**src/rtl/serial_subtractor_if.sv**
```systemverilog
// Request/result bus of serial_subtractor.
// Optional SUB_OVERFLOW_EN adds the signed-overflow result flag.
interface serial_subtractor_if #(
    parameter int unsigned WIDTH = 8
);
    logic             start;
    logic [WIDTH-1:0] minuend_a;
    logic [WIDTH-1:0] subtrahend_b;
    logic             busy;
    logic             done;
    logic [WIDTH-1:0] difference_c;
    logic             borrow_out;
`ifdef SUB_OVERFLOW_EN
    logic             overflow;

    modport master (
        output start, minuend_a, subtrahend_b,
        input  busy, done, difference_c, borrow_out, overflow
    );
    modport slave (
        input  start, minuend_a, subtrahend_b,
        output busy, done, difference_c, borrow_out, overflow
    );
`else
    modport master (
        output start, minuend_a, subtrahend_b,
        input  busy, done, difference_c, borrow_out
    );
    modport slave (
        input  start, minuend_a, subtrahend_b,
        output busy, done, difference_c, borrow_out
    );
`endif
endinterface

```
**src/rtl/serial_subtractor.sv**
```systemverilog
// Bit-serial two's-complement subtractor: one full-subtractor cell and a
// borrow flop, LSB first, result published with a one-cycle done pulse.
// Optional SUB_OVERFLOW_EN adds a registered signed-overflow flag.
module serial_subtractor #(
    parameter int unsigned WIDTH = 8
) (
    input  logic                 clk,
    input  logic                 rst,
    serial_subtractor_if.slave   bus
);
    localparam int unsigned CW = (WIDTH > 1) ? $clog2(WIDTH) : 1;

    typedef enum logic [1:0] {IDLE, SHIFT, DONE} state_t;

    state_t           state_q, state_d;
    logic [WIDTH-1:0] a_q, a_d;
    logic [WIDTH-1:0] b_q, b_d;
    logic [WIDTH-1:0] r_q, r_d;
    logic             br_q, br_d;
    logic [CW-1:0]    cnt_q, cnt_d;
    logic [WIDTH-1:0] diff_q, diff_d;
    logic             bout_q, bout_d;
    logic             bit_d;
    logic             br_next;
`ifdef SUB_OVERFLOW_EN
    logic             amsb_q, amsb_d;
    logic             bmsb_q, bmsb_d;
    logic             ovf_q, ovf_d;
`endif

    // State, datapath and result registers
    always_ff @(posedge clk or posedge rst) begin
        if (rst) begin
            state_q <= IDLE;
            a_q     <= '0;
            b_q     <= '0;
            r_q     <= '0;
            br_q    <= 1'b0;
            cnt_q   <= '0;
            diff_q  <= '0;
            bout_q  <= 1'b0;
`ifdef SUB_OVERFLOW_EN
            amsb_q  <= 1'b0;
            bmsb_q  <= 1'b0;
            ovf_q   <= 1'b0;
`endif
        end else begin
            state_q <= state_d;
            a_q     <= a_d;
            b_q     <= b_d;
            r_q     <= r_d;
            br_q    <= br_d;
            cnt_q   <= cnt_d;
            diff_q  <= diff_d;
            bout_q  <= bout_d;
`ifdef SUB_OVERFLOW_EN
            amsb_q  <= amsb_d;
            bmsb_q  <= bmsb_d;
            ovf_q   <= ovf_d;
`endif
        end
    end

    // Full-subtractor cell on the current LSBs
    always_comb begin
        bit_d   = a_q[0] ^ b_q[0] ^ br_q;
        br_next = (~a_q[0] & b_q[0]) | (~(a_q[0] ^ b_q[0]) & br_q);
    end

    // Next-state: operand capture, serial shift, result publish
    always_comb begin
        state_d = state_q;
        a_d     = a_q;
        b_d     = b_q;
        r_d     = r_q;
        br_d    = br_q;
        cnt_d   = cnt_q;
        diff_d  = diff_q;
        bout_d  = bout_q;
`ifdef SUB_OVERFLOW_EN
        amsb_d  = amsb_q;
        bmsb_d  = bmsb_q;
        ovf_d   = ovf_q;
`endif
        case (state_q)
            IDLE, DONE: begin
                if (bus.start) begin
                    a_d     = bus.minuend_a;
                    b_d     = bus.subtrahend_b;
                    r_d     = '0;
                    br_d    = 1'b0;
                    cnt_d   = '0;
                    state_d = SHIFT;
`ifdef SUB_OVERFLOW_EN
                    amsb_d  = bus.minuend_a[WIDTH-1];
                    bmsb_d  = bus.subtrahend_b[WIDTH-1];
`endif
                end else begin
                    state_d = IDLE;
                end
            end
            SHIFT: begin
                r_d   = {bit_d, r_q[WIDTH-1:1]};
                a_d   = a_q >> 1;
                b_d   = b_q >> 1;
                br_d  = br_next;
                cnt_d = cnt_q + CW'(1);
                if (cnt_q == CW'(WIDTH - 1)) begin
                    state_d = DONE;
                    diff_d  = {bit_d, r_q[WIDTH-1:1]};
                    bout_d  = br_next;
`ifdef SUB_OVERFLOW_EN
                    ovf_d   = (amsb_q != bmsb_q) && (bit_d != amsb_q);
`endif
                end
            end
            default: state_d = IDLE;
        endcase
    end

    assign bus.busy         = (state_q == SHIFT);
    assign bus.done         = (state_q == DONE);
    assign bus.difference_c = diff_q;
    assign bus.borrow_out   = bout_q;
`ifdef SUB_OVERFLOW_EN
    assign bus.overflow     = ovf_q;
`endif

endmodule

```
**src/flat_wrapper.sv**
```systemverilog
// flat-port wrapper written by rule: the top's interface ports become plain ports
module serial_subtractor_flat 
#(
    parameter int unsigned WIDTH = 8
)
  (clk, rst, bus_start, bus_minuend_a, bus_subtrahend_b, bus_busy, bus_done, bus_difference_c, bus_borrow_out);
  serial_subtractor_if #(.WIDTH(WIDTH)) bus_i ();
  input  logic clk;
  input  logic rst;
  input wire logic [$bits(bus_i.start)-1:0] bus_start;
  input wire logic [$bits(bus_i.minuend_a)-1:0] bus_minuend_a;
  input wire logic [$bits(bus_i.subtrahend_b)-1:0] bus_subtrahend_b;
  output wire logic [$bits(bus_i.busy)-1:0] bus_busy;
  output wire logic [$bits(bus_i.done)-1:0] bus_done;
  output wire logic [$bits(bus_i.difference_c)-1:0] bus_difference_c;
  output wire logic [$bits(bus_i.borrow_out)-1:0] bus_borrow_out;
  assign bus_i.start = bus_start;
  assign bus_i.minuend_a = bus_minuend_a;
  assign bus_i.subtrahend_b = bus_subtrahend_b;
  assign bus_busy = bus_i.busy;
  assign bus_done = bus_i.done;
  assign bus_difference_c = bus_i.difference_c;
  assign bus_borrow_out = bus_i.borrow_out;
  serial_subtractor #(.WIDTH(WIDTH)) u_core (.clk(clk), .rst(rst), .bus(bus_i));
endmodule
```
**config.mk**
```make
export PLATFORM = sky130hd
export DESIGN_NAME = serial_subtractor_flat
export DESIGN_NICKNAME = d
export VERILOG_FILES = /design/src/rtl/serial_subtractor_if.sv /design/src/rtl/serial_subtractor.sv /design/src/flat_wrapper.sv
export SDC_FILE = /design/constraint.sdc
export NUM_CORES = 1
export LEC_CHECK = 0
export BUFFER_PORTS_ARGS = -buffer_cell sky130_fd_sc_hd__buf_4
export CORE_AREA = 2 2 58 65
export CTS_BUF_LIST = sky130_fd_sc_hd__clkbuf_8
export DETAILED_ROUTE_END_ITERATION = 6
export DIE_AREA = 0 0 60 67
export GPL_ROUTABILITY_DRIVEN = 0
export GPL_TIMING_DRIVEN = 0
export PLACE_DENSITY = 0.82
export RECOVER_POWER = 100
export SYNTH_ARGS = -nofsm -noshare
export SYNTH_HDL_FRONTEND = slang
export SYNTH_SLANG_ARGS = --single-unit
```
**constraint.sdc**
```tcl
create_clock -name clk -period 1.6 [get_ports clk]
set_clock_uncertainty 0.15 [all_clocks]
set_input_delay 0.32 -clock clk [delete_from_list [all_inputs] [get_ports clk]]
set_output_delay 0.32 -clock clk [all_outputs]
set_load 0.05 [all_outputs]
```
After elaboration in Yosys (flattened, before gate mapping)
Cells that the tools add are included.
W data, S select, Z words.
- register bits after elaboration: 39
- output and inout port bits: 11
- word-level logic and storage cells: 39
- add/subtract/negate cells: 1
- eq/ne operators: 5
- mux-type cells: 13
- bitwise operators: 7
- reductions and logical operators: 5
- operators by type and width (operator ; count):
    $pmux W8 S2 ; 3
    $mux W8 ; 3
    $pmux W3 S2 ; 1
    $pmux W2 S2 ; 1
    $reduce_and A2 Y1 ; 2
    $add A3 B1 Y3 const B ; 1
    $eq A3 B3 Y1 const B ; 1
    $mux W3 ; 1
    $and A1 B1 Y1 ; 2
    $eq A2 B1 Y1 const B ; 1
    $eq A2 B2 Y1 const B ; 1
    $logic_not A2 Y1 ; 1
    $mux W1 ; 2
    $mux W2 ; 1
    $ne A2 B1 Y1 const B ; 1
    $ne A2 B2 Y1 const B ; 1
    $not A1 Y1 ; 2
    $pmux W1 S2 ; 1
    $reduce_bool A2 Y1 ; 1
    $reduce_or A2 Y1 ; 1
    $xor A1 B1 Y1 ; 2
    $or A1 B1 Y1 ; 1

Longest topological paths before layout
Gate-level depths: netlist (run 1).
- word-level depth: 5
- mapped depth: 6

Worst setup path before layout (run 1)
OpenSTA, ideal clock, no wires.
- kind: register to output
- start: reg u_core.state_q[0]
- end: out bus_done
- arrival time: 1200 ps
- slack: -70 ps
- stages on the path, launching flop included: 3
- path through: dfrtp_1 > buf_6 > nor2b_1
- cells in the longest elaborated chain, start to end: 1
- RTL lines (element ; RTL line ; text):
    start: declaration ; serial_subtractor.sv:15 ; state_t state_q, state_d;
    start signal: assignment ; serial_subtractor.sv:48 ; state_q <= state_d;
    $eq A2 B2 Y1 ; serial_subtractor.sv:122 ; assign bus.done = (state_q == DONE);
    end: declaration ; flat_wrapper.sv:14 ; output wire logic [$bits(bus_i.done)-1:0] bus_done;
Every way passes these cells.

Worst setup path in the final report (run 1)
- start: reg u_core.state_q[0]
- end: out bus_busy
- cells in the longest elaborated chain, start to end: 1
- RTL lines (element ; RTL line ; text):
    $eq A2 B1 Y1 ; serial_subtractor.sv:121 ; assign bus.busy = (state_q == SHIFT);
    end: declaration ; flat_wrapper.sv:13 ; output wire logic [$bits(bus_i.busy)-1:0] bus_busy;
Every way passes these cells.

==> impl_metrics.ini, run 1 <==
[yosys]
syn_area_per_cell_um2 = 12.75
synthTopCellsByArea = dfrtp_1 (57%), a22o_1 (6.9%), mux2_4 (6.3%)
synth_nets = 152
synth_area_mm2 = 0.001658
yosysUniqueCellTypes = 21
syn_inst = 130
seq_area_frac_synth_pct = 57.36
yosysTopAreaCell = dfrtp_1
synth_seq_cells = 38
yosys_warnings = 0
yosys.area.top_type_share_pct = 57.36

[worst_hold_path]
worstHoldPathType = primary input to async pin

[sta]
hold_violations = 0
fmax_mhz = 628.4
fin_crit_sh_pct = 99.46
finalCriticalPeriod_ns = 1.591
setup_viol = 0
rsz0062_at_grt = yes
finalMaxSlewViolations = 0
fin_setup_tns_ns = 0
slew_headroom_pct = 48.80
worst_pin_slew_ns = 0.7669

[grt]
grt-ovfl-total = 0
grt_usage_pct = 18.01
antenna_found_initial = 0
grt_max_degree = 39
grt_pass1_wl_mm = 5.264
grt_pass1_vias = 1136

[route]
detail-route-antenna-nets = 0
drtIter0Drc = 43
drt_pass1_iterations = 4
wl_per_cell_um = 13.98
vias_per_cell = 5.115
routed_wl_mm = 3.160
drc = 0
via_count = 1156

[clock_network]
clock_path_buffers = 2
numClockSinks = 38
htreeDepth = 2
cts_buffers = 5
clock_latency_ns = 0.29
cts_tree = yes
clkTransAtPathRegs_ns = 0.07
ctsHoldBuffers = 0
cts_root_buffer = clkbuf_8

[cells_and_area]
drive_above_1_share_pct = 41.01
nets = 199
multi_input_area_um2 = 579.3
syn2layout_area_growth_pct = 31.09
fillCellCount = 273
diodes = 0
seqCellArea_um2 = 950.9

[pwr]
power_frac_clock_pct = 17.0
p_leak_nw = 1.113
ir_worst_vdd_mv = 0.8412
swShare_pct = 37.44
p_sw_mw = 1.725
power_per_cell_area_mw_per_mm2 = 2120
power_mw = 4.608
seqPwrFrac_pct = 35.6
p_int_mw = 2.882
combPwrFrac_pct = 47.4

[floorplanning]
die_width_um = 60
dieArea_mm2 = 0.004020
die_y_um = 67
start_util_pct = 49.77
ios = 30
core_area_mm2 = 0.003331
fp-row-count = 22

[critical_path]
cp-end-kind = output port
startpoint = u_core.state_q[0]
worst-setup-path-type = register to output port
worst-path-buf-inv = 3
cpMostUsedCell = buf_8
required_ns = 1.13
slowest_stage = dfrtp_1
worstReg2RegStart = u_core.cnt_q[0]
path_depth = 4
max_stage_delay_ns = 0.40
cp-start-kind = register
crit_family = flip-flops
reg2reg_depth = 5
crit_chain = buf_8, nand2b_4, inv_8, buf_8
cp_max_fo = 9
cp.arrival_ns = 1.12

[place]
io_buffers = 29
dp_hpwl_mm = 2.042

[status]
status = finished clean

[flow_run]
cap_violations = 0
[cell usage in the layout, fill, tap and decap left out, drive strengths merged, types with 2 or more instances in the layout]
master and n:
buf 46, dfrtp 38, inv 20, o22ai 14, a21oi 14, a22o 13
mux2 9, clkbuf 7, o21ai 3, nand2 2, nand2b 2, nor2b 2
ha 2
[cell type report]
class	instances	area share [%]
inverter	18	3.454
multi-input combinational	66	26.66
timing repair buffer	42	15.20
clock inverter	3	1.727
sequential	38	43.75
clock buffer	5	3.166
tap	48	2.763
buffer	6	3.282
[synth_stat cells]
library cell / number
a21o_4: 1
a21oi_1: 14
a22o_1: 13
buf_4: 2
buf_6: 6
dfrtp_1: 38
fa_1: 1
ha_1: 2
inv_1: 17
inv_2: 1
mux2_2: 2
mux2_4: 7
nand2_1: 2
nand2b_2: 1
nand2b_4: 1
nand3b_4: 1
nor2_4: 1
nor2b_1: 2
o21ai_0: 3
o22ai_1: 14
xnor2_1: 1
[what timing repair did]
item / CTS / global route
gates resized for setup: 10 / 3
gates cloned: 0 / 0
setup buffers: 6 / 7
setup endpoints to repair: 9 / 9
endpoints found under the hold margin: 0 / 0
pin swaps: 0 / 1
[routing by layer]
metal / vias to the layer above / part of all wire (%) / track usage (%) / wire [µm]
met4: 0 / 1.3 / 6.667 / 42
li1: 549 / - / - / -
met2: 35 / 50 / 28.80 / 1581
met5: - / 0 / 0 / 0
met1: 568 / 43 / 22.76 / 1371
met3: 4 / 5.2 / 5.437 / 164
[flip-flops by register name, summed over array words and instances (netlist names)]
name and flops:
u_core.b_q 8, u_core.bus.difference_c 8, u_core.bus.borrow_out 1, u_core.r_q 7, u_core.state_q 2, u_core.br_q 1
u_core.a_q 8, u_core.cnt_q 3
[logic make-up after synthesis]
| family | after synthesis | share of synthesized area (%) |
|---|---|---|
| AO/OA/AOI/OAI | 45 | 18.19 |
| XOR/XNOR | 1 | 0.5284 |
| adder cells (fa/ha/maj) | 3 | 2.717 |
| buffers and inverters | 26 | 9.056 |
| flip-flops | 38 | 57.36 |
| multiplexers | 9 | 7.698 |
| AND/OR/NAND/NOR | 8 | 4.453 |
[power by group through the flow]
stage | Clock (mW) | Sequential [mW] | Combinational [mW]
2_1_floorplan | 0 | 1.92 | 1.18
3_3_place_gp | 0 | 1.63 | 1.87
3_5_place_dp | 0 | 1.66 | 1.92
4_1_cts | 0.797 | 1.64 | 2.07
5_1_grt | 0.844 | 1.69 | 2.39
6_report | 0.784 | 1.64 | 2.18
[through the flow]
step	std cells	utilization, %	area, µm²	setup slack (ns)	hold WS (ns)
2_1_floorplan	130	-	1660	0.01264	0.3025
3_3_place_gp	207	58.19	1938	-0.1730	0.3233
3_5_place_dp	207	58.19	1938	-0.2334	0.3347
4_1_cts	220	63.64	2120	-0.02084	0.09225
5_1_grt	226	65.25	2173	-0.03713	0.07669
6_report	226	65.25	2173	0.008638	0.01816
[final timing paths]
check | to | slack [ns]
worst max-delay path | bus_busy | 0.009
worst min-delay path | u_core.r_q[2] | 0.02
worst max register to register | u_core.bus.difference_c[4] | 0.05
worst min register to register | u_core.bus.borrow_out | 0.34
max in group asynchronous | u_core.bus.difference_c[4] | 0.79
min in group clk | u_core.a_q[7] | 0.10
Power figures use the tool's default switching activity.
==> inputs of run 2 (changes only) <==
--- a/config.mk
+++ b/config.mk
@@ -6,13 +6,12 @@
 export NUM_CORES = 1
 export LEC_CHECK = 0
 export BUFFER_PORTS_ARGS = -buffer_cell sky130_fd_sc_hd__buf_4
-export CORE_AREA = 2 2 58 65
-export CTS_BUF_LIST = sky130_fd_sc_hd__clkbuf_8
+export CORE_AREA = 2 2 59 67
 export DETAILED_ROUTE_END_ITERATION = 6
-export DIE_AREA = 0 0 60 67
+export DIE_AREA = 0 0 61 69
 export GPL_ROUTABILITY_DRIVEN = 0
 export GPL_TIMING_DRIVEN = 0
-export PLACE_DENSITY = 0.82
+export PLACE_DENSITY = 0.79
 export RECOVER_POWER = 100
 export SYNTH_ARGS = -nofsm -noshare
 export SYNTH_HDL_FRONTEND = slang
==> impl_metrics.ini, run 2 (same netlist as run 1, synthesis figures left out) <==
[critical_path]
cp.arrival_ns = 1.59
cp-end-kind = register
required_ns = 1.62
worstReg2RegStart = u_core.cnt_q[1]
regToRegSetupSlack_ns = 0.04
worst-setup-path-type = register to register
r2r_end = u_core.bus.difference_c[0]
cp_max_fo = 8
reg2reg_depth = 5
cp-start-kind = register

[pwr]
combPwrFrac_pct = 48.4
power_frac_clock_pct = 14.9
swShare_pct = 38.16
ir_worst_vdd_mv = 0.8071
p_int_mw = 2.776
p_leak_nw = 1.113
power_per_cell_area_mw_per_mm2 = 2051
p_sw_mw = 1.713
seqPwrFrac_pct = 36.7

[sta]
rsz0062_at_grt = yes
fmax_mhz = 639.5
setup_viol = 0
holdWs_ns = 0.1003
worst_pin_slew_ns = 0.6239
fin_crit_sh_pct = 97.74
finalMaxSlewViolations = 0
hold_violations = 0
fin_ws_ns = 0.03618
slew_headroom_pct = 58.36
finalCriticalPeriod_ns = 1.564

[cells_and_area]
nets = 201
final_common_cell = buf_4
drive_above_1_share_pct = 41.11
final_cell_mix = buf_4 (41), dfrtp_1 (38), inv_1 (17)
syn2layout_area_growth_pct = 32.00
diodes = 0

[worst_hold_path]
worstHoldPathType = primary input to register
worstHoldPathCells = 2
holdCritStartpoint = bus_minuend_a[7]
hold_end = u_core.a_q[7]

[route]
wl_per_cell_um = 13.96
via_count = 1174
drt_pass1_iterations = 4
drc = 0
routed_wl_mm = 3.210
detail-route-antenna-nets = 0
drtIter0Drc = 29
vias_per_cell = 5.104

[clock_network]
clkTransAtPathRegs_ns = 0.07
htreeDepth = 2
clock_path_buffers = 2
clock_latency_ns = 0.28
cts_root_buffer = clkbuf_8
cts_tree = yes
numClockSinks = 38
cts_buffers = 5

[floorplanning]
die_y_um = 69
dieArea_mm2 = 0.004209
die_width_um = 61
start_util_pct = 46.84
core_area_mm2 = 0.003540
fp-row-count = 23
ios = 30

[place]
io_buffers = 29
dp_hpwl_mm = 2.255
dp_slack_ns = -0.08367

[grt]
grt-ovfl-total = 0
grt_pass1_vias = 1200
grt_pass1_wl_mm = 5.313
grt_max_degree = 26
grt_usage_pct = 16.59
antenna_found_initial = 0

[flow_run]
cap_violations = 0

[status]
status = finished clean
run 2: worst max-delay path by stage:
| stage | from | endpoint | depth (start not counted) |
|---|---|---|---|
| detailed placement | u_core.cnt_q[0] | u_core.bus.difference_c[0] | 5 |
| global route | u_core.cnt_q[1] | u_core.bus.difference_c[2] | 5 |
| CTS | u_core.state_q[1] | bus_busy | 4 |
| global placement | rst | u_core.bus.borrow_out | 2 |
| finish | u_core.cnt_q[1] | u_core.bus.difference_c[0] | 5 |
| floorplan | u_core.cnt_q[0] | u_core.bus.difference_c[0] | 5 |
run 2: power groups by stage:
stage / logic [mW] / registers (mW) / clock network, mW
floorplan: 1.18 / 1.92 / 0
global placement: 1.87 / 1.63 / 0
detailed placement: 1.95 / 1.66 / 0
CTS: 2.07 / 1.64 / 0.686
global route: 2.37 / 1.70 / 0.734
finish: 2.17 / 1.65 / 0.668
run 2: cell type report:
| type | instances | area, µm² |
|---|---|---|
| Fill cell | 298 | 1351 |
| Tap cell | 50 | 62.56 |
| Clock buffer | 7 | 86.33 |
| Inverter | 18 | 72.57 |
| Timing Repair Buffer | 44 | 364.1 |
| Sequential cell | 38 | 950.9 |
| Multi-Input combinational cell | 66 | 579.3 |
| Buffer | 6 | 67.56 |
| Clock inverter | 1 | 5.005 |
run 2: metal layers:
layer	routed length [µm]	share of wire [%]	global-route usage, %	vias up
li1	-	-	-	551
met1	1374	43	21.18	580
met5	0	0	0	-
met2	1649	51	26.16	41
met4	14	0.44	4.348	0
met3	172	5.4	6.191	2
run 2: metrics by stage:
step	cell area, µm²	TNS (ns)	utilization (%)	cells	total power, mW
finish	2188	0	61.82	230	4.489
global route	2188	-0.01510	61.82	230	4.807
CTS	2122	-0.02498	59.95	223	4.390
detailed placement	1968	-0.5597	55.60	210	3.609
global placement	1941	-7.747	54.83	209	3.495
floorplan	1660	0	-	130	3.099
run 2: repair_timing:
| action | 4_1_cts | 5_1_grt |
|---|---|---|
| setup buffers | 5 | 8 |
| resized for setup | 7 | 4 |
| setup endpoints to repair | 9 | 10 |
| endpoints found under the hold margin | 13 | 0 |
| hold buffers | 1 | 0 |
| pin swaps | 0 | 2 |
run 2: critical path, cell delays in order (launching register included):
cell and delay, ns:
dfrtp_1 0.41, ha_2 0.21, ha_4 0.16, nand3b_4 0.08
buf_8 0.14, mux2_4 0.30
==> inputs of run 3 (changes only) <==
--- a/config.mk
+++ b/config.mk
@@ -6,12 +6,12 @@
 export NUM_CORES = 1
 export LEC_CHECK = 0
 export BUFFER_PORTS_ARGS = -buffer_cell sky130_fd_sc_hd__buf_4
-export CORE_AREA = 2 2 59 67
+export CORE_AREA = 2 2 54 62
 export DETAILED_ROUTE_END_ITERATION = 6
-export DIE_AREA = 0 0 61 69
+export DIE_AREA = 0 0 56 64
 export GPL_ROUTABILITY_DRIVEN = 0
 export GPL_TIMING_DRIVEN = 0
-export PLACE_DENSITY = 0.79
+export PLACE_DENSITY = 0.87
 export RECOVER_POWER = 100
 export SYNTH_ARGS = -nofsm -noshare
 export SYNTH_HDL_FRONTEND = slang
==> constraint.sdc (replaced) <==
create_clock -name clk -period 1.9 [get_ports clk]
set_clock_uncertainty 0.15 [all_clocks]
set_input_delay 0.38 -clock clk [delete_from_list [all_inputs] [get_ports clk]]
set_output_delay 0.38 -clock clk [all_outputs]
set_load 0.05 [all_outputs]
==> impl_metrics.ini, run 3 (same netlist as run 1, synthesis figures left out) <==
[clock_network]
cts_buffers = 5
htreeDepth = 2
numClockSinks = 38
cts_root_buffer = clkbuf_4
cts_tree = yes
clock_latency_ns = 0.35
clock_path_buffers = 2
ctsHoldBuffers = 0
clkTransAtPathRegs_ns = 0.11

[critical_path]
r2r_end = u_core.bus.difference_c[0]
worstReg2RegStart = u_core.cnt_q[0]
reg2reg_depth = 5
worst-setup-path-type = register to output port
cp-start-kind = register
cp_max_fo = 8
cp-endpoint = bus_busy
cp-end-kind = output port
startpoint = u_core.state_q[1]
regToRegSetupSlack_ns = 0.16
required_ns = 1.37
cp.arrival_ns = 1.27

[place]
dp_slack_ns = 0.02594
dp_hpwl_mm = 2.107
io_buffers = 29

[pwr]
p_leak_nw = 0.9612
power_per_cell_area_mw_per_mm2 = 1738
power_mw = 3.279
ir_worst_vdd_mv = 1.121

[sta]
finalCriticalPeriod_ns = 1.801
rsz0062_at_grt = no
worst_pin_slew_ns = 1.352
finalMaxSlewViolations = 0
hold_violations = 0
fmax_mhz = 555.2
fin_ws_ns = 0.09878
slew_headroom_pct = 9.764
fin_crit_sh_pct = 94.80
fin_setup_tns_ns = 0
setup_viol = 0

[cells_and_area]
fillCellCount = 235
final_cell_mix = dfrtp_1 (38), inv_1 (17), buf_4 (17)
final_common_cell = dfrtp_1
drive_above_1_share_pct = 24.55
syn2layout_area_growth_pct = 13.81
nets = 188
diodes = 0

[flow_run]
cap_violations = 0

[status]
status = finished clean

[route]
detail-route-antenna-nets = 0
drtIter0Drc = 27
vias_per_cell = 5.532
via_count = 1112
wl_per_cell_um = 14.42
routed_wl_mm = 2.898
top_layer_used = met4
drt_pass1_iterations = 4
route.met2.wl_mm = 1.445
drc = 0
wirelength_met1_mm = 1.249
routed-wl-met3_um = 139

[grt]
grt_usage_pct = 19.00
grt-ovfl-total = 0
grt_max_degree = 39
antenna_found_initial = 0
grt_pass1_vias = 1182
grt_pass1_wl_mm = 5.230

[floorplanning]
fp-row-count = 21
ios = 30
core_area_mm2 = 0.002943
die_width_um = 56
die_y_um = 64
dieArea_mm2 = 0.003584
start_util_pct = 56.34

[worst_hold_path]
worstHoldPathType = primary input to register
worstHoldPathCells = 2
holdCritStartpoint = bus_subtrahend_b[7]
-- run 3: cell types whose count changed in the layout (fill, tap and decap cells not counted), sizes merged --
cell,before,now
clkinv,2,1
inv,17,18
dlygate4sd3,1,0
clkbuf,7,20
buf,49,24
-- run 3: area by class of cell --
| cell class | instances | area, µm² | area share (%) |
|---|---|---|---|
| flip-flops and latches | 38 | 950.9 | 50.40 |
| multi-input cells | 66 | 503.0 | 26.66 |
| repair buffers | 30 | 193.9 | 10.28 |
| inverters | 18 | 72.57 | 3.846 |
| plain buffers | 7 | 63.81 | 3.382 |
| clock buffers | 7 | 55.05 | 2.918 |
| well taps | 34 | 42.54 | 2.255 |
| clock inverters | 1 | 5.005 | 0.2653 |
-- run 3: per-layer routing --
layer  GRT usage [%]  vias up
met1           22.36      553
met4           9.821        0
met2           32.21       27
met5               0        -
met3           4.453        8
li1                -      524
-- run 3: worst min-delay path by stage --
stage,to
6_report,u_core.b_q[7]
2_1_floorplan,u_core.r_q[1]
3_3_place_gp,u_core.bus.borrow_out
4_1_cts,u_core.b_q[7]
5_1_grt,u_core.b_q[7]
3_5_place_dp,u_core.bus.borrow_out
-- run 3: power breakdown --
part           leakage, nW  internal [mW]  switching [mW]
sequential           0.472           1.16           0.211
combinational        0.454          0.584           0.883
clock               0.0353          0.179           0.258
total                0.961           1.93            1.35
-- run 3: stage by stage --
step	hold slack, ns	util (%)	instance area (µm²)	std cells
2_1_floorplan	0.3162	-	1658	130
3_3_place_gp	0.3258	65.18	1918	193
3_5_place_dp	0.3339	65.18	1918	193
4_1_cts	0.08440	67.64	1991	201
5_1_grt	0.08313	64.12	1887	201
6_report	0.09320	64.12	1887	201
-- run 3: what timing repair did --
action / in CTS / in global routing
endpoints found under the setup margin: 1 / 0
gates resized for setup: 4 / 0
buffers inserted: 1 / 0
-- run 3: worst max-delay path, stage by stage (launching register included) --
cell      delay (ns)
dfrtp_1         0.39
buf_6           0.13
nand2b_4        0.19
inv_6           0.07
buf_6           0.15
